`config.mk`:
```
export PLATFORM = sky130hd
export DESIGN_NAME = trap_sequencer
export DESIGN_NICKNAME = d
export VERILOG_FILES = /design/src/rtl/csr_pkg.sv /design/src/rtl/trap_sequencer.sv
export SDC_FILE = /design/constraint.sdc
export NUM_CORES = 1
export LEC_CHECK = 0
export CAP_MARGIN = 20
export CORE_MARGIN = 2
export CORE_UTILIZATION = 25
export DETAILED_ROUTE_END_ITERATION = 8
export DONT_BUFFER_PORTS = 1
export PLACE_DENSITY = 0.42
export SLEW_MARGIN = 25
export SYNTH_ARGS = -nofsm -noshare
export SYNTH_HDL_FRONTEND = slang
export SYNTH_SLANG_ARGS = --single-unit
export TNS_END_PERCENT = 30
```
`constraint.sdc`:
```
create_clock -name clk -period 5.11 [get_ports clk]
set_clock_uncertainty 0.2 [all_clocks]
set_input_delay 1.533 -clock clk [delete_from_list [all_inputs] [get_ports clk]]
set_output_delay 1.533 -clock clk [all_outputs]
set_load 0.02 [all_outputs]
```
`src/rtl/csr_pkg.sv`:
```
// Machine-mode CSR definitions shared by the CSR file and the trap sequencer.
package csr_pkg;

    // CSR addresses
    localparam logic [11:0] CSR_MSTATUS = 12'h300;
    localparam logic [11:0] CSR_MTVEC   = 12'h305;
    localparam logic [11:0] CSR_MEPC    = 12'h341;
    localparam logic [11:0] CSR_MCAUSE  = 12'h342;
    localparam logic [11:0] CSR_MTVAL   = 12'h343;

    // mstatus field positions
    localparam int MSTATUS_MIE    = 3;
    localparam int MSTATUS_MPIE   = 7;
    localparam int MSTATUS_MPP_LO = 11;
    localparam int MSTATUS_MPP_HI = 12;

    typedef enum logic [1:0] {
        PRIV_U = 2'd0,
        PRIV_S = 2'd1,
        PRIV_M = 2'd3
    } priv_e;

    typedef enum logic [2:0] {
        TS_IDLE,
        TS_DRAIN,
        TS_W_EPC,
        TS_W_CAUSE,
        TS_W_TVAL,
        TS_W_STATUS,
        TS_REDIRECT
    } trap_state_e;

    typedef enum logic {
        KIND_TRAP,
        KIND_MRET
    } trap_kind_e;

endpackage

```
`src/rtl/trap_sequencer.sv`:
```
// Sequences trap entry and mret return: drain the pipe, write the trap CSRs
// one per cycle, then redirect fetch and update the privilege mode.
module trap_sequencer
    import csr_pkg::*;
#(
    parameter int REG_WIDTH = 64,
    parameter int CSR       = 12
) (
    input  logic                 clk,
    input  logic                 reset,
    input  logic                 exc_valid,
    input  logic                 exc_is_int,
    input  logic [5:0]           exc_cause,
    input  logic [REG_WIDTH-1:0] exc_pc,
    input  logic [REG_WIDTH-1:0] exc_tval,
    input  logic                 mret_valid,
    input  logic                 pipe_empty,
    input  logic [REG_WIDTH-1:0] mstatus_csr,
    input  logic [REG_WIDTH-1:0] mtvec_csr,
    input  logic [REG_WIDTH-1:0] mepc_csr,
    output logic                 trap_busy,
    output logic                 flush,
    output logic                 csr_wr_valid,
    output logic [CSR-1:0]       csr_wr_addr,
    output logic [REG_WIDTH-1:0] csr_wr_data,
    output logic                 redirect_valid,
    output logic [REG_WIDTH-1:0] redirect_pc,
    output logic [1:0]           priv
);

    trap_state_e          state_q,  state_d;
    trap_kind_e           kind_q,   kind_d;
    logic                 is_int_q, is_int_d;
    logic [5:0]           cause_q,  cause_d;
    logic [REG_WIDTH-1:0] pc_q,     pc_d;
    logic [REG_WIDTH-1:0] tval_q,   tval_d;
    priv_e                priv_q,   priv_d;
    logic                 flush_q,  flush_d;

    logic [REG_WIDTH-1:0] mstatus_wr;
    logic [REG_WIDTH-1:0] tvec_base;
    logic [REG_WIDTH-1:0] vec_off;

    // Next-state: capture the request, walk the write sequence, update priv
    always_comb begin
        state_d  = state_q;
        kind_d   = kind_q;
        is_int_d = is_int_q;
        cause_d  = cause_q;
        pc_d     = pc_q;
        tval_d   = tval_q;
        priv_d   = priv_q;
        flush_d  = 1'b0;
        case (state_q)
            TS_IDLE: begin
                // exception takes priority over a coincident mret
                if (exc_valid) begin
                    kind_d   = KIND_TRAP;
                    is_int_d = exc_is_int;
                    cause_d  = exc_cause;
                    pc_d     = exc_pc;
                    tval_d   = exc_tval;
                    state_d  = TS_DRAIN;
                    flush_d  = 1'b1;
                end else if (mret_valid) begin
                    kind_d  = KIND_MRET;
                    state_d = TS_DRAIN;
                    flush_d = 1'b1;
                end
            end
            TS_DRAIN: begin
                if (pipe_empty)
                    state_d = (kind_q == KIND_TRAP) ? TS_W_EPC : TS_W_STATUS;
            end
            TS_W_EPC:   state_d = TS_W_CAUSE;
            TS_W_CAUSE: state_d = TS_W_TVAL;
            TS_W_TVAL:  state_d = TS_W_STATUS;
            TS_W_STATUS: begin
                if (kind_q == KIND_TRAP)
                    priv_d = PRIV_M;
                else
                    priv_d = priv_e'(mstatus_csr[MSTATUS_MPP_HI:MSTATUS_MPP_LO]);
                state_d = TS_REDIRECT;
            end
            TS_REDIRECT: state_d = TS_IDLE;
            default:     state_d = TS_IDLE;
        endcase
    end

    // State and captured-request registers; reset abandons any sequence
    always_ff @(posedge clk) begin
        if (reset) begin
            state_q  <= TS_IDLE;
            kind_q   <= KIND_TRAP;
            is_int_q <= 1'b0;
            cause_q  <= '0;
            pc_q     <= '0;
            tval_q   <= '0;
            priv_q   <= PRIV_M;
            flush_q  <= 1'b0;
        end else begin
            state_q  <= state_d;
            kind_q   <= kind_d;
            is_int_q <= is_int_d;
            cause_q  <= cause_d;
            pc_q     <= pc_d;
            tval_q   <= tval_d;
            priv_q   <= priv_d;
            flush_q  <= flush_d;
        end
    end

    // mstatus rewrite and fetch target, built from the live CSR values
    always_comb begin
        mstatus_wr = mstatus_csr;
        if (kind_q == KIND_TRAP) begin
            mstatus_wr[MSTATUS_MPIE]                  = mstatus_csr[MSTATUS_MIE];
            mstatus_wr[MSTATUS_MIE]                   = 1'b0;
            mstatus_wr[MSTATUS_MPP_HI:MSTATUS_MPP_LO] = priv_q;
        end else begin
            mstatus_wr[MSTATUS_MIE]                   = mstatus_csr[MSTATUS_MPIE];
            mstatus_wr[MSTATUS_MPIE]                  = 1'b1;
            mstatus_wr[MSTATUS_MPP_HI:MSTATUS_MPP_LO] = PRIV_U;
        end
        tvec_base = mtvec_csr & ~REG_WIDTH'(3);
        vec_off   = REG_WIDTH'({cause_q, 2'b00});
    end

    // Moore outputs decoded from the current state; idle values are zero
    always_comb begin
        csr_wr_valid   = 1'b0;
        csr_wr_addr    = '0;
        csr_wr_data    = '0;
        redirect_valid = 1'b0;
        redirect_pc    = '0;
        case (state_q)
            TS_W_EPC: begin
                csr_wr_valid = 1'b1;
                csr_wr_addr  = CSR'(CSR_MEPC);
                csr_wr_data  = pc_q & ~REG_WIDTH'(1);
            end
            TS_W_CAUSE: begin
                csr_wr_valid               = 1'b1;
                csr_wr_addr                = CSR'(CSR_MCAUSE);
                csr_wr_data[REG_WIDTH-1]   = is_int_q;
                csr_wr_data[5:0]           = cause_q;
            end
            TS_W_TVAL: begin
                csr_wr_valid = 1'b1;
                csr_wr_addr  = CSR'(CSR_MTVAL);
                csr_wr_data  = tval_q;
            end
            TS_W_STATUS: begin
                csr_wr_valid = 1'b1;
                csr_wr_addr  = CSR'(CSR_MSTATUS);
                csr_wr_data  = mstatus_wr;
            end
            TS_REDIRECT: begin
                redirect_valid = 1'b1;
                if (kind_q == KIND_MRET)
                    redirect_pc = mepc_csr & ~REG_WIDTH'(1);
                else if (mtvec_csr[1:0] == 2'b01 && is_int_q)
                    redirect_pc = tvec_base + vec_off;
                else
                    redirect_pc = tvec_base;
            end
            default: ;
        endcase
    end

    assign trap_busy = (state_q != TS_IDLE);
    assign flush     = flush_q;
    assign priv      = priv_q;

endmodule

```
== Word level (Yosys, flattened, before mapping) ==
Index checks and enable logic that the tools add are counted.
W data, S select, Z words.
Word-level totals
  register bits: 142
  input port bits: 332
  output and inout bits: 146
  logic and storage cells: 50
Cells by class
  add/sub/neg operators: 1
  equality and inequality tests: 9
  muxes and demuxes: 22
  bitwise operators: 1
  reduce and logical (&&, ||, !) cells: 9
Operator list (number)
  $mux W64: 3
  $pmux W57 S3: 1
  $add A64 B8 Y64: 1
  $pmux W10 S4: 1
  $pmux W6 S4: 1
  $pmux W3 S6: 1
  $mux W3: 4
  $eq A3 B3 Y1 const B: 3
  $mux W1: 8
  $eq A3 B2 Y1 const B: 2
  $reduce_and A2 Y1: 3
  $mux W2: 2
  $pmux W1 S4: 1
  $reduce_or A4 Y1: 1
  $eq A3 B1 Y1 const B: 1
  $logic_not A3 Y1: 1
  $ne A3 B3 Y1 const B: 1
  $reduce_bool A3 Y1: 1
  $eq A2 B1 Y1 const B: 1
  $ne A2 B2 Y1 const B: 1
  $reduce_bool A2 Y1: 1
  $reduce_or A2 Y1: 1
  $logic_and A1 B1 Y1: 1
  $not A1 Y1: 1

== Longest topological paths before layout ==
Gate-level depths: netlist of run 1.
  depth after elaboration: 5
  mapped depth: 10

== Least setup slack after synthesis of run 1 ==
OpenSTA, ideal clock, no wires.
  path kind: in2out
  from: input port mtvec_csr[2]
  to: output port redirect_pc[62]
  arrival time: 3.795 ns
  data required time: 3.377 ns
  slack: -0.418 ns
  cell stages on the path: 10
  cell sequence: ha_1 > inv_1 > fa_1 > nor2b_1 > o2111ai_1 > a211oi_2 > buf_4 > nand4_1 > xor2_1 > a21oi_1
Between the ends
  cells in the longest elaborated chain, start to end: 4
Ends and longest elaborated chain
  start: declaration: line trap_sequencer.sv:19  | input logic [REG_WIDTH-1:0] mtvec_csr,
  $add A64 B8 Y64: line trap_sequencer.sv:163  | redirect_pc = tvec_base + vec_off;
  $mux W64: line trap_sequencer.sv:162  | else if (mtvec_csr[1:0] == 2'b01 && is_int_q)
  $mux W64: line trap_sequencer.sv:160  | if (kind_q == KIND_MRET)
  $mux W64: line trap_sequencer.sv:136  | case (state_q)
  end: declaration: line trap_sequencer.sv:27  | output logic [REG_WIDTH-1:0] redirect_pc,
No other way between the ends.

== Final worst setup path of run 1 ==
Same ends and word-level chain as after synthesis.

==> results of run 1 <==
-- flip-flops by register name, indices dropped and copies added (netlist names) --
| register | cells |
|---|---|
| pc_q | 63 |
| state_q | 3 |
| cause_q | 6 |
| kind_q | 1 |
| priv | 2 |
| flush | 1 |
| tval_q | 64 |
| is_int_q | 1 |
-- logic make-up after synthesis --
logic type	count (synthesis)	share of synthesized area [%]
flops	141	32.3
simple gates	504	25.7
compound gates	366	23.0
other cells	1	0.0430
xor+xnor	50	5.02
mux	58	6.65
buf+inv	119	6.14
fa+ha+maj	7	1.09
-- stage by stage --
step                      cells  worst slack, ns  hold slack, ns  setup TNS (ns)
after floorplan            1253          -0.0907           0.233          -0.665
after global placement     1720           -0.246           0.237           -4.45
after detailed placement   1720           -0.250           0.240           -4.87
after CTS                  1754           -0.166           0.250           -1.66
after global routing       1756           -0.244           0.269           -4.54
final                      1756           -0.168           0.251           -1.41
-- power by group through the flow --
stage,clock network [W],logic [W],registers (W)
6_report,0.00125,0.000755,0.00127
5_1_grt,0.00133,0.000841,0.00129
4_1_cts,0.00129,0.000767,0.00127
3_5_place_dp,0,0.000759,0.00130
3_3_place_gp,0,0.000751,0.00129
2_1_floorplan,0,0.000589,0.00128
-- final cells by class --
type	instances	area, um2	area share (%)
multi-input cells	993	5680	52.9
inverters	14	53.8	0.502
repair buffers	122	1010	9.45
flip-flops and latches	141	2830	26.4
well taps	455	569	5.31
clock inverters	9	111	1.04
clock buffers	22	474	4.42
-- critical path, stage by stage --
cell and delay (ns):
ha_4 0.11, inv_2 0.03, fa_2 0.35, nor2b_4 0.15
o2111ai_4 0.18, a211oi_4 0.29, buf_12 0.17, nand4_1 0.10
xor2_1 0.19, a21oi_2 0.21, buf_4 0.20
-- Yosys cell counts (all sizes together) (2+ instances only) --
library cell	count
nand2	356
a21oi	197
dfxtp	141
o21ai	121
clkbuf	76
mux2i	58
xor2	34
buf	29
nand3	27
nand4	25
nor2	21
nor3	19
and3	16
xnor2	16
inv	14
and4	11
a211oi	9
and2	8
a31oi	6
ha	6
nor2b	6
a221oi	4
o21ba	4
or3	4
a221o	3
a22oi	3
a32o	3
o31ai	3
a21o	2
nand2b	2
o211ai	2
o21a	2
or2	2
or4	2
-- per-layer routing --
layer  vias up  GRT usage (%)  routed length [um]
met1      4093           20.3               13600
met5         -              0                   0
met4         0           6.83                1070
met3        47           7.20                3520
met2       346           33.3               18100
li1       4373              -                   -
-- how the worst max path moves through the flow --
stage,from,to,slack [ns],cells after the start
floorplan,mtvec_csr[2],redirect_pc[62],-0.09,10
global placement,mtvec_csr[2],redirect_pc[62],-0.25,11
detailed placement,mtvec_csr[2],redirect_pc[62],-0.25,11
CTS,mtvec_csr[2],redirect_pc[54],-0.17,11
global route,mtvec_csr[2],redirect_pc[62],-0.24,11
finish,mtvec_csr[2],redirect_pc[62],-0.17,11
-- repair_timing --
| action | in CTS | in global routing |
|---|---|---|
| pin swaps | 20 | 16 |
| gates resized for setup | 19 | 16 |
| buffers inserted | 3 | 2 |
| endpoints found under the hold margin | 0 | 0 |
| endpoints found under the setup margin | 40 | 41 |
==> run_results.csv, run 1 <==
group,metric,value,unit
yosys,synth_seq_cells,141,
sta,rsz0062_at_grt,"true",
status,outcome,"finished with violations",
sta,timing.final.max_slew_violations,0,
setup_path,timing.reg2reg.worst_path_depth,6,
sta,clock.fmax,189,MHz
setup_path,critical_path.reg2reg.startpoint,"state_q[0]",
yosys,synthDistinctLibCells,62,
hold_path,worst_hold_startpoint,"tval_q[7]",
yosys,synth-edff-count,0,
finish,final_layout_size_suffix_gt1_share,16.5,%
pwr,total_leakage_power,3.84,nW
sta,actual_slew_at_the_worst_max_slew_pin,0.873,ns
yosys,sequential_share_of_the_synthesized_area,32.3,%
detailed_routing,detailedRoute.firstPassIterationCount,4,
yosys,synth.area.top_cells,"dfxtp_1 (32%), nand2_1 (15%), a21oi_1 (11%)",
yosys,synth_top_flop_cell,"dfxtp_1",
die,fp-row-count,68,
yosys,synthesis.area,8730,um2
pwr,power_report.internal_total,0.00221,W
setup_path,timing.critical_path.to_type,"primary output",
pwr,total_power_draw,0.00328,W
setup_path,regToRegSetupSlack,2.06,ns
placed_design,io_buffers,0,
sta,final_hold_viol_count,0,
setup_path,max_fanout_on_critical_path,11,
sta,timing.final.crit_share,103,%
sta,post-route-worst-setup-slack,-0.168,ns
detailed_routing,avgViaCountPerCell,5.04,
finish,final_util,31.1,%
hold_path,timing.hold.worst_path_depth,2,
global_routing,globalRoute.totalOverflow,0,
setup_path,path_class,"input pin to primary output",
flow_run,cap_viol_max_count,0,
pwr,share_comb_of_total_power,23.0,%
detailed_routing,drtAntennaViolNets,0,
detailed_routing,routed_wire_length_per_instance,20.6,um
placed_design,dp_hpwl,26800,um
global_routing,grt_antenna_before_repair,0,
pwr,vdd_ir_drop_max,309,uV
clock_network,cts_max_path_buffers,2,
pwr,clock_power_share,38.1,%
clock_network,cts-buffers-inserted,17,
global_routing,number_of_global_route_vias_before_repair,8656,
hold_path,holdCritPathClass,"flip-flop to flip-flop",
sta,slew_headroom,41.8,%
clock_network,cts_tree,"built",
yosys,synth_area_per_cell,7.00,um2
setup_path,reg2reg_to,"tval_q[10]",
finish,n_diodes,0,
die,top_level_ports,478,
finish,synthToLayoutAreaGrowth,22.9,%
clock_network,numClockSinks,141,
finish,most_frequent_cells_in_the_layout,"nand2_1 (353), a21oi_1 (186), dfxtp_1 (140)",
detailed_routing,detailroute.via_count,8859,
die,die_area,36400,um2
die,std_cell_core_area,34500,um2
die,starting_density,25.3,%
setup_path,timing.critical_path.arrival,3.54,ns
finish,layout.cells.most_common,"nand2_1",
placed_design,detailed_place.area,9900,um2
global_routing,grt_use_total,18.8,%
finish,layout.nets,1628,
pwr,swShare,32.5,%
clock_network,clock_latency,0.42,ns
sta,setup-violations-final,26,
clock_network,htreeDepth,4,
global_routing,grt_pass1_wl,52100,um
detailed_routing,dr.first_iter.drc_count,386,
finish,nFillCells,3820,
finish,final_design_area_no_fill,10700,um2
yosys,synth_top_cell_area_share,32.3,%
clock_network,cts_hold_buf,0,
yosys,synth_cells,1246,
global_routing,grt_start_max_net_pins,139,
clock_network,clk_root_buffer_cell,"clkbuf_16",
die,die_y,191,um
yosys,yosysWarningCount,0,
hold_path,hold_end,"tval_q[7]",
yosys,netlist.top_cell.by_area,"dfxtp_1",
detailed_routing,detail_route.wirelength,36200,um
pwr,power.density_cell_area,306,nW/um2
setup_path,critPathRequiredTime,3.38,ns
pwr,power_switching,0.00106,W
detailed_routing,post-route-drc-count,0,
yosys,async_flop_share,0,%
sta,post-route-min-period,5.28,ns
pwr,seq_power_share,38.8,%
status,violations_in_the_final_reports,"setup timing",
setup_path,setup.worst_path.start_class,"input pin",
placed_design,gp_congestion,0.916,
clock_network,clk_pin_slew_worst_paths,0.06,ns
die,fp.dieW,191,um
Power figures use the tool's default switching activity.
==> inputs of run 2 (changes only) <==
--- a/config.mk
+++ b/config.mk
@@ -6,12 +6,12 @@
 export NUM_CORES = 1
 export LEC_CHECK = 0
 export CAP_MARGIN = 20
-export CORE_MARGIN = 2
+export CORE_MARGIN = 3
 export CORE_UTILIZATION = 25
 export DETAILED_ROUTE_END_ITERATION = 8
 export DONT_BUFFER_PORTS = 1
 export PLACE_DENSITY = 0.42
-export SLEW_MARGIN = 25
+export SLEW_MARGIN = 40
 export SYNTH_ARGS = -nofsm -noshare
 export SYNTH_HDL_FRONTEND = slang
 export SYNTH_SLANG_ARGS = --single-unit
==> run_results.csv, run 2 (same netlist as run 1, synthesis figures left out) <==
group,metric,value,unit
status,outcome,"finished with violations",
status,violations_in_the_final_reports,"setup timing",
pwr,total_power_draw,0.00326,W
global_routing,grt_antenna_before_repair,3,
setup_path,timing.reg2reg.worst_path_depth,6,
clock_network,clk_pin_slew_worst_paths,0.07,ns
finish,largest-register,"tval_q",
detailed_routing,routed_wire_length_per_instance,21.3,um
flow_run,cap_viol_max_count,0,
finish,final_design_area_no_fill,10600,um2
sta,setup-violations-final,19,
detailed_routing,detailroute.via_count,8931,
global_routing,globalRoute.totalOverflow,0,
finish,reg_top3,"tval_q x64, pc_q x63, cause_q x6",
placed_design,io_buffers,0,
clock_network,cts_hold_buf,0,
sta,slew_headroom,44.4,%
clock_network,htreeDepth,4,
setup_path,timing.critical_path.arrival,3.48,ns
sta,clock.fmax,192,MHz
pwr,vdd_ir_drop_max,208,uV
global_routing,grt_pass1_wl,52500,um
detailed_routing,detailedRoute.firstPassIterationCount,4,
clock_network,cts_max_path_buffers,2,
hold_path,hold_end,"tval_q[21]",
global_routing,grt_start_max_net_pins,139,
detailed_routing,post-route-drc-count,0,
finish,layout.cells.most_common,"nand2_1",
detailed_routing,detail_route.wirelength,37100,um
setup_path,timing.critical_path.to_type,"primary output",
finish,largest_register_ffs,64,
clock_network,cts_tree,"built",
setup_path,setup.worst_path.start_class,"input pin",
setup_path,max_fanout_on_critical_path,13,
hold_path,holdCritPathClass,"flip-flop to flip-flop",
global_routing,grt_use_total,18.6,%
finish,layout.nets,1623,
setup_path,critical_path.reg2reg.startpoint,"state_q[0]",
detailed_routing,drtAntennaViolNets,0,
die,die_area,37200,um2
hold_path,worst_hold_startpoint,"tval_q[21]",
sta,post-route-min-period,5.21,ns
die,top_level_ports,478,
sta,post-route-worst-setup-slack,-0.0998,ns
setup_path,critPathRequiredTime,3.38,ns
finish,nFillCells,3768,
finish,final_util,31.3,%
sta,timing.final.max_slew_violations,0,
pwr,total_leakage_power,3.79,nW
placed_design,dp_hpwl,27700,um
setup_path,regToRegSetupSlack,2.14,ns
sta,final_hold_viol_count,0,
finish,final_layout_size_suffix_gt1_share,15.7,%
die,starting_density,25.7,%
placed_design,detailed_place.area,9830,um2
clock_network,cts-buffers-inserted,17,
die,fp.dieW,193,um
setup_path,reg2reg_to,"tval_q[36]",
finish,synthToLayoutAreaGrowth,21.7,%
sta,actual_slew_at_the_worst_max_slew_pin,0.826,ns
finish,multi_input_area,5640,um2
die,fp-row-count,67,
finish,n_diodes,0,
sta,rsz0062_at_grt,"true",
detailed_routing,avgViaCountPerCell,5.12,
hold_path,timing.hold.worst_path_depth,2,
finish,area_taken_by_flip_flops_and_latches,2830,um2
placed_design,gp_congestion,0.890,
die,std_cell_core_area,34000,um2
sta,timing.final.crit_share,102,%
clock_network,clk_root_buffer_cell,"clkbuf_16",
die,die_y,193,um
pwr,power.density_cell_area,307,nW/um2
clock_network,clock_latency,0.42,ns
global_routing,number_of_global_route_vias_before_repair,8623,
clock_network,numClockSinks,141,
finish,most_frequent_cells_in_the_layout,"nand2_1 (353), a21oi_1 (189), dfxtp_1 (140)",
setup_path,path_class,"input pin to primary output",
detailed_routing,dr.first_iter.drc_count,336,
placed_design,placement.setup.worst_slack,-0.219,ns
[run 2: how the worst max path moves through the flow]
stage	startpoint	endpoint	slack, ns	cells past startpoint
4_1_cts	mtvec_csr[2]	redirect_pc[54]	-0.16	11
3_3_place_gp	mtvec_csr[2]	redirect_pc[22]	-0.19	12
2_1_floorplan	mtvec_csr[2]	redirect_pc[62]	-0.09	10
6_report	mtvec_csr[2]	redirect_pc[22]	-0.1	12
5_1_grt	mtvec_csr[2]	redirect_pc[54]	-0.18	11
3_5_place_dp	mtvec_csr[3]	redirect_pc[43]	-0.22	10
[run 2: cell type report]
| type | count | area share, % |
|---|---|---|
| timing repair buffer | 117 | 9.06 |
| inverter | 14 | 0.507 |
| clock inverter | 9 | 1.07 |
| multi-input combinational | 993 | 53.1 |
| tap | 448 | 5.28 |
| sequential | 141 | 26.6 |
| clock buffer | 22 | 4.37 |
[run 2: repair_timing]
action	4_1_cts	5_1_grt
gates cloned	0	0
resized for setup	19	15
hold endpoints to repair	0	0
setup buffers	4	4
endpoints found under the setup margin	47	35
pin swaps	17	21
[run 2: where the power goes]
part | internal (W) | switching [W]
combinational | 0.000244 | 0.000505
clock | 0.000745 | 0.000492
sequential | 0.00121 | 0.0000665
total | 0.00220 | 0.00106
[run 2: through the flow]
stage               hold WS, ns  cells  TNS (ns)
floorplan                 0.233   1253    -0.665
global placement          0.237   1707     -3.19
detailed placement        0.240   1707     -3.95
CTS                       0.249   1742     -1.51
global route              0.265   1744     -2.69
finish                    0.249   1744    -0.719
[run 2: layer usage]
metal / wire length, um / GRT usage (%) / vias to the layer above / part of all wire (%)
li1: - / - / 4360 / -
met1: 13600 / 19.9 / 4139 / 37
met2: 18400 / 32.9 / 370 / 50
met3: 3940 / 7.19 / 56 / 11
met4: 1130 / 7.26 / 6 / 3.1
met5: 46 / 0 / - / 0.12
[run 2: worst max-delay path, cell delays in order]
cell,delay [ns]
ha_4,0.12
inv_2,0.04
fa_2,0.35
nor2b_4,0.15
o2111ai_4,0.18
a211oi_4,0.29
buf_12,0.18
nand3_2,0.08
xor2_1,0.14
buf_4,0.15
a21oi_4,0.12
buf_6,0.13
